===== src/rtl/mul_div_unit_pkg.sv =====
// Shared operation codes for the EX-stage multiply/divide unit, plus small
// decode helpers so the unit and anything that talks to it agree on encodings.
package mul_div_unit_pkg;

  // Operation codes as defined by the shared EXE_*_OP defines of the core.
  localparam logic [7:0] EXE_MTHI_OP  = 8'b00010001;
  localparam logic [7:0] EXE_MTLO_OP  = 8'b00010011;
  localparam logic [7:0] EXE_MULT_OP  = 8'b00011000;
  localparam logic [7:0] EXE_MULTU_OP = 8'b00011001;
  localparam logic [7:0] EXE_DIV_OP   = 8'b00011010;
  localparam logic [7:0] EXE_DIVU_OP  = 8'b00011011;

  // True for any operation this unit serves; everything else is ignored.
  function automatic logic isMdOp(input logic [7:0] op);
    return (op == EXE_MTHI_OP) || (op == EXE_MTLO_OP) ||
           (op == EXE_MULT_OP) || (op == EXE_MULTU_OP) ||
           (op == EXE_DIV_OP)  || (op == EXE_DIVU_OP);
  endfunction

  // True for the two divide flavours, which go through the iterative datapath.
  function automatic logic isDivOp(input logic [7:0] op);
    return (op == EXE_DIV_OP) || (op == EXE_DIVU_OP);
  endfunction

endpackage


===== src/rtl/mul_div_unit_div_iter.sv =====
// Restoring unsigned divider, one quotient bit per step. The parent supplies
// magnitudes and owns sign correction, divide-by-zero handling and sequencing.
module div_iter #(
  parameter int WIDTH = 32
) (
  input  logic             clk,
  input  logic             resetn,
  input  logic             load,
  input  logic             step,
  input  logic [WIDTH-1:0] dividend,
  input  logic [WIDTH-1:0] divisor,
  output logic [WIDTH-1:0] quotient,
  output logic [WIDTH-1:0] remainder
);

  logic [WIDTH-1:0] quoQ;
  logic [WIDTH-1:0] remQ;
  logic [WIDTH-1:0] dvsQ;
  logic [WIDTH:0]   shifted;
  logic [WIDTH-1:0] diff;
  logic             fits;

  // Shift the next dividend bit into the partial remainder and trial-subtract.
  // When the trial fits, the difference is below the divisor and so fits WIDTH bits.
  always_comb begin
    shifted = {remQ, quoQ[WIDTH-1]};
    fits    = (shifted >= {1'b0, dvsQ});
    diff    = shifted[WIDTH-1:0] - dvsQ;
  end

  // Load seeds a fresh division; each step retires one quotient bit MSB-first,
  // reusing the quotient register as the dividend shift register.
  always_ff @(posedge clk or negedge resetn) begin
    if (!resetn) begin
      quoQ <= '0;
      remQ <= '0;
      dvsQ <= '0;
    end else if (load) begin
      quoQ <= dividend;
      remQ <= '0;
      dvsQ <= divisor;
    end else if (step) begin
      if (fits) begin
        remQ <= diff;
        quoQ <= {quoQ[WIDTH-2:0], 1'b1};
      end else begin
        remQ <= shifted[WIDTH-1:0];
        quoQ <= {quoQ[WIDTH-2:0], 1'b0};
      end
    end
  end

  assign quotient  = quoQ;
  assign remainder = remQ;

endmodule


===== src/rtl/mul_div_unit.sv =====
// Multi-cycle multiply/divide unit with architectural HI/LO registers.
// Serves MULT/MULTU/DIV/DIVU/MTHI/MTLO; the pipeline holds while busy is high.
module mul_div_unit
  import mul_div_unit_pkg::*;
#(
  parameter int WIDTH   = 32,
  parameter int MUL_LAT = 2
) (
  input  logic             clk,
  input  logic             resetn,
  input  logic             start,
  input  logic [7:0]       op,
  input  logic [WIDTH-1:0] a,
  input  logic [WIDTH-1:0] b,
  input  logic             cancel,
  output logic             busy,
  output logic             done,
  output logic [WIDTH-1:0] hi_o,
  output logic [WIDTH-1:0] lo_o,
  output logic             div_by_zero
);

  localparam logic [1:0] ST_IDLE = 2'd0;
  localparam logic [1:0] ST_MUL  = 2'd1;
  localparam logic [1:0] ST_DIV  = 2'd2;
  localparam logic [1:0] ST_FIX  = 2'd3;

  typedef enum logic [1:0] {
    IDLE = ST_IDLE,
    MUL  = ST_MUL,
    DIV  = ST_DIV,
    FIX  = ST_FIX
  } state_e;

  localparam int CNT_W = $clog2((WIDTH > MUL_LAT) ? WIDTH : MUL_LAT) + 1;
  localparam logic [CNT_W-1:0] DIV_LAST = CNT_W'(WIDTH - 1);
  localparam logic [CNT_W-1:0] MUL_LAST = CNT_W'((MUL_LAT > 1) ? (MUL_LAT - 2) : 0);

  state_e           stateQ;
  logic [CNT_W-1:0] cntQ;
  logic [WIDTH-1:0] aQ, bQ, hiQ, loQ;
  logic             signedQ, doneQ, dbzQ;

  logic             accept, opSigned, divLoad, divStep, negQuo, negRem;
  logic [WIDTH-1:0] absA, absB, quoMag, remMag, fixQuo, fixRem;

  // Full-width product; sign-extending both operands makes the low 2*WIDTH
  // bits the two's-complement product for MULT and the plain product for MULTU.
  function automatic logic [2*WIDTH-1:0] mulProduct(input logic sgn,
                                                    input logic [WIDTH-1:0] x,
                                                    input logic [WIDTH-1:0] y);
    logic [2*WIDTH-1:0] xe, ye;
    xe = {{WIDTH{sgn & x[WIDTH-1]}}, x};
    ye = {{WIDTH{sgn & y[WIDTH-1]}}, y};
    return xe * ye;
  endfunction

  // Accept decode, divider feed (magnitudes at accept) and the final sign fixup.
  always_comb begin
    accept   = start && !cancel && (stateQ == IDLE) && isMdOp(op);
    opSigned = (op == EXE_MULT_OP) || (op == EXE_DIV_OP);
    absA     = (opSigned && a[WIDTH-1]) ? -a : a;
    absB     = (opSigned && b[WIDTH-1]) ? -b : b;
    divLoad  = accept && isDivOp(op);
    divStep  = (stateQ == DIV) && !cancel;
    negQuo   = signedQ && (aQ[WIDTH-1] ^ bQ[WIDTH-1]);
    negRem   = signedQ && aQ[WIDTH-1];
    fixQuo   = negQuo ? -quoMag : quoMag;
    fixRem   = negRem ? -remMag : remMag;
  end

  div_iter #(.WIDTH(WIDTH)) u_div_iter (
    .clk       (clk),
    .resetn    (resetn),
    .load      (divLoad),
    .step      (divStep),
    .dividend  (absA),
    .divisor   (absB),
    .quotient  (quoMag),
    .remainder (remMag)
  );

  // Sequencer: accepts requests in IDLE, counts out the multiply and divide
  // latencies, and commits HI/LO together with a one-cycle done pulse.
  always_ff @(posedge clk or negedge resetn) begin
    if (!resetn) begin
      stateQ  <= IDLE;
      cntQ    <= '0;
      aQ      <= '0;
      bQ      <= '0;
      hiQ     <= '0;
      loQ     <= '0;
      signedQ <= 1'b0;
      doneQ   <= 1'b0;
      dbzQ    <= 1'b0;
    end else begin
      doneQ <= 1'b0;
      unique case (stateQ)
        IDLE: begin
          if (accept) begin
            dbzQ    <= 1'b0;
            aQ      <= a;
            bQ      <= b;
            signedQ <= opSigned;
            cntQ    <= '0;
            unique case (op)
              EXE_MTHI_OP: begin
                hiQ   <= a;
                doneQ <= 1'b1;
              end
              EXE_MTLO_OP: begin
                loQ   <= a;
                doneQ <= 1'b1;
              end
              EXE_MULT_OP, EXE_MULTU_OP: begin
                if (MUL_LAT == 1) begin
                  {hiQ, loQ} <= mulProduct(opSigned, a, b);
                  doneQ      <= 1'b1;
                end else begin
                  stateQ <= MUL;
                end
              end
              default: stateQ <= DIV;
            endcase
          end
        end
        MUL: begin
          if (cancel) begin
            stateQ <= IDLE;
          end else if (cntQ == MUL_LAST) begin
            {hiQ, loQ} <= mulProduct(signedQ, aQ, bQ);
            doneQ      <= 1'b1;
            stateQ     <= IDLE;
          end else begin
            cntQ <= cntQ + 1'b1;
          end
        end
        DIV: begin
          if (cancel) begin
            stateQ <= IDLE;
          end else if (cntQ == DIV_LAST) begin
            stateQ <= FIX;
          end else begin
            cntQ <= cntQ + 1'b1;
          end
        end
        FIX: begin
          stateQ <= IDLE;
          if (!cancel) begin
            doneQ <= 1'b1;
            if (bQ == '0) begin
              loQ  <= '1;
              hiQ  <= aQ;
              dbzQ <= 1'b1;
            end else begin
              loQ <= fixQuo;
              hiQ <= fixRem;
            end
          end
        end
        default: stateQ <= IDLE;
      endcase
    end
  end

  assign busy        = (stateQ != IDLE);
  assign done        = doneQ;
  assign hi_o        = hiQ;
  assign lo_o        = loQ;
  assign div_by_zero = dbzQ;

endmodule


===== config.mk =====
export PLATFORM = sky130hd
export DESIGN_NAME = mul_div_unit
export DESIGN_NICKNAME = d
export VERILOG_FILES = /design/src/rtl/mul_div_unit_pkg.sv /design/src/rtl/mul_div_unit_div_iter.sv /design/src/rtl/mul_div_unit.sv
export SDC_FILE = /design/constraint.sdc
export NUM_CORES = 2
export LEC_CHECK = 0
export BUFFER_PORTS_ARGS = -buffer_cell sky130_fd_sc_hd__buf_4
export CAP_MARGIN = 0
export CELL_PAD_IN_SITES_DETAIL_PLACEMENT = 0
export CELL_PAD_IN_SITES_GLOBAL_PLACEMENT = 2
export CORE_MARGIN = 2
export CORE_UTILIZATION = 30
export DETAILED_ROUTE_END_ITERATION = 12
export PLACE_DENSITY_LB_ADDON = 0.1
export SKIP_LAST_GASP = 1
export SYNTH_ARGS = -nofsm -noshare
export SYNTH_HDL_FRONTEND = slang
export SYNTH_SLANG_ARGS = --single-unit

===== constraint.sdc =====
create_clock -name clk -period 11.36 [get_ports clk]
set_input_delay 1.704 -clock clk [delete_from_list [all_inputs] [get_ports clk]]
set_output_delay 1.704 -clock clk [all_outputs]
set_load 0.01 [all_outputs]

==> qor.yml <==
io_pins: 143
finalSetupTns_ps: 0
synth_enable_flop_cells: 0
synth_area_sq_um: 53200
place_congestion: 0.834
cts_root_buffer: "clkbuf_16"
wl_final_mm: 197
grt_pass1_wl_mm: 299
detailedRoute.firstPassIterationCount: 5
detail-route-antenna-nets: 0
post_layout_nonfiller_instances: 8283
buffer_ports.inserted: 142
post-cts-setup-buffer-count: 0
holdBufCountCts: 0
synthXorXnorAreaFrac: 0.0347
fin_crit_ps: 9280
cts_buffer_depth: 3
timing_worst_setup_path_type: "flop to flop"
most_common_library_cell_in_the_layout_ignoring_fill_and_taps: "inv_1"
worst_slew_pin_slew_ps: 1280
adder_and_majority_cell_fraction_of_the_synthesized_area: 0.483
path_clk_slew_ps: 70
total_global_route_track_usage: 0.222
core-area_sq_um: 176000
synth-seq-cells: 235
initial_core_utilization: 0.302
finalPower_mw: 6.46
cts-buffers-inserted: 30
synth_top_family_by_area: "adder cells"
critical_path_buf_inv_count: 5
wl_per_cell_microns: 23.8
floorplan.die.width_microns: 425
htree_levels: 1
yosysUniqueCellTypes: 75
synth_compound_area_frac: 0.0828
initial_antenna_violation_count: 9
final_layout_size_suffix_gt1_frac: 0.0665
ys_warn_count: 0
fp-row-count: 154
synth_nets: 7481
outcome: "finished clean"
grt_remaining_overflow: 0
worst-path-max-fanout: 23
timing.critical_path.slowest_cell_delay_ps: 1190
maximum_capacitance_violations: 0
viasPerCell: 4.83
syn_inst: 6024
rsz_0062_raised_after_global_routing: "no"
skew_ps: 21.4
power.density_cell_area_nw_per_um2: 112
synthArstFlopShare: 1.00
clock_tree_from_tritoncts: "built"
timing.critical_path.max_delay_family: "adder cells"
drc: 0
area_growth_pct: 8.33
post_cts_resize_count: 0
min_path_type: "flop to flop"
drt_initial_violations: 2224
number_of_pins_with_negative_max_slew_slack_in_the_final_report: 0
worst_ep_required_time_ps: 11880
num_vias: 40000
min_period_over_period: 0.817
clock_sinks: 235
crit_path_end_kind: "flop"
slew_headroom: 0.146
worst_skew_pair.late_latency_ps: 600
p_leak_nw: 27.3
clock.fmax_mhz: 108
setup_viol: 0
vias_in_the_first_global_route: 43600
post_synth_mux_area_share: 0.0184
mostFrequentLayoutCells: "inv_1 (1,188), fa_1 (1,126), nand2_1 (974)"
post-dp-hpwl_mm: 155
ys_seq_area_frac: 0.110
dp_cell_count: 8222
cp_slowest_cell: "dfrtp_1"
cell_with_the_most_instances_on_the_worst_path: "fa_1"
avgSynthCellArea_sq_um: 8.84
vdd_ir_drop_max_mv: 0.143
critPathLaunchType: "flop"
cp.arrival_ps: 9800
final_nets: 7371
synthSimpleGateAreaFrac: 0.159
die_area_sq_um: 181000
synth_ff_type: "dfrtp_1"
finalHoldViolations: 0
grt_max_degree: 129
fp.dieH_microns: 425
[area by class of cell]
| class | count | area, sq um |
|---|---|---|
| clock buffers | 43 | 871 |
| repair buffers | 243 | 1910 |
| inverters | 1188 | 4460 |
| diodes | 6 | 15.0 |
| multi-input cells | 4216 | 41500 |
| fillers | 18600 | 119000 |
| flip-flops and latches | 235 | 5880 |
| clock inverters | 12 | 119 |
| well taps | 2340 | 2930 |
[worst reg2reg max path, delay by kind of cell (launching register included)]
family          cells  cell delay (ps)
compound gates      8             2190
fa+ha+maj           9             4430
buf+inv             5              750
simple gates        2              380
mux                 1              280
flops               1             1190
[path summary, 6_finish.rpt]
check	cells past startpoint	from	slack, ps	to
setup / recovery	25	bQ[9]$_DFFE_PN0P_	2080	hi_o[28]$_DFFE_PN0P_
hold / removal	2	u_div_iter.dvsQ[19]$_DFFE_PN0P_	480	u_div_iter.dvsQ[19]$_DFFE_PN0P_
setup reg to reg	25	bQ[9]$_DFFE_PN0P_	2080	hi_o[28]$_DFFE_PN0P_
hold reg to reg	2	u_div_iter.dvsQ[19]$_DFFE_PN0P_	480	u_div_iter.dvsQ[19]$_DFFE_PN0P_
max in group asynchronous	2	resetn	8710	bQ[1]$_DFFE_PN0P_
min in group asynchronous	1	resetn	1200	cntQ[0]$_DFFE_PN0P_
[routing by layer]
layer | global-route usage | part of all wire
met1 | 0.308 | 0.46
met2 | 0.389 | 0.50
met3 | 0.0113 | 0.024
met4 | 0.0319 | 0.017
met5 | 0 | 0
[kinds of logic after synthesis]
kind of cell	Yosys count
adders and majority gates	1381
and+or+nand+nor	1824
xor gates and xnor gates	211
buffers and inverters	1573
AOI/OAI and AO/OA	710
DFF	235
muxes	90
[through the flow]
step	util	cell area [sq um]	setup WS, ps	hold WS, ps
2_1_floorplan	-	53200	2750	450
3_3_place_gp	0.321	56700	1920	464
3_5_place_dp	0.321	56700	1930	472
4_1_cts	0.327	57700	1880	485
5_1_grt	0.327	57700	1530	511
6_report	0.327	57700	2080	478
[power by group]
part	leakage (nW)	switching, mW	internal (mW)
logic	23.9	2.54	1.33
clock network	0.486	0.428	0.575
registers	2.96	0.488	1.10
total	27.3	3.46	3.00
[state kept, by name, indices dropped and copies added, names as in the netlist, 2 cells and up]
register and cells:
aQ 32, u_div_iter.remainder 32, cntQ 6, stateQ 2
hi_o 32, u_div_iter.dvsQ 32, u_div_iter.quotient 32, lo_o 32
bQ 32
[synth_stat cells (11+ instances only)]
| master | number | area, sq um |
|---|---|---|
| a211oi_1 | 22 | 165 |
| a21o_1 | 62 | 465 |
| a21oi_1 | 165 | 826 |
| a221oi_1 | 17 | 149 |
| a22oi_1 | 19 | 143 |
| a31oi_1 | 74 | 463 |
| a41oi_1 | 20 | 175 |
| and2_1 | 358 | 2240 |
| and3_1 | 33 | 206 |
| clkbuf_1 | 373 | 1400 |
| dfrtp_1 | 235 | 5880 |
| fa_1 | 1126 | 22500 |
| ha_1 | 255 | 3190 |
| inv_1 | 1188 | 4460 |
| mux2_2 | 65 | 732 |
| mux2i_1 | 25 | 250 |
| nand2_1 | 974 | 3660 |
| nand2b_1 | 25 | 156 |
| nand3_1 | 31 | 155 |
| nand4_1 | 21 | 131 |
| nor2_1 | 220 | 826 |
| nor2b_1 | 11 | 68.8 |
| nor3_1 | 44 | 220 |
| nor4_1 | 29 | 181 |
| o21a_1 | 15 | 113 |
| o21ai_0 | 216 | 1080 |
| o31ai_1 | 21 | 158 |
| or2_2 | 12 | 75.1 |
| or3_1 | 21 | 131 |
| xnor2_1 | 119 | 1040 |
| xor2_1 | 92 | 806 |
Note: power is estimated with default switching activity, not from simulation.
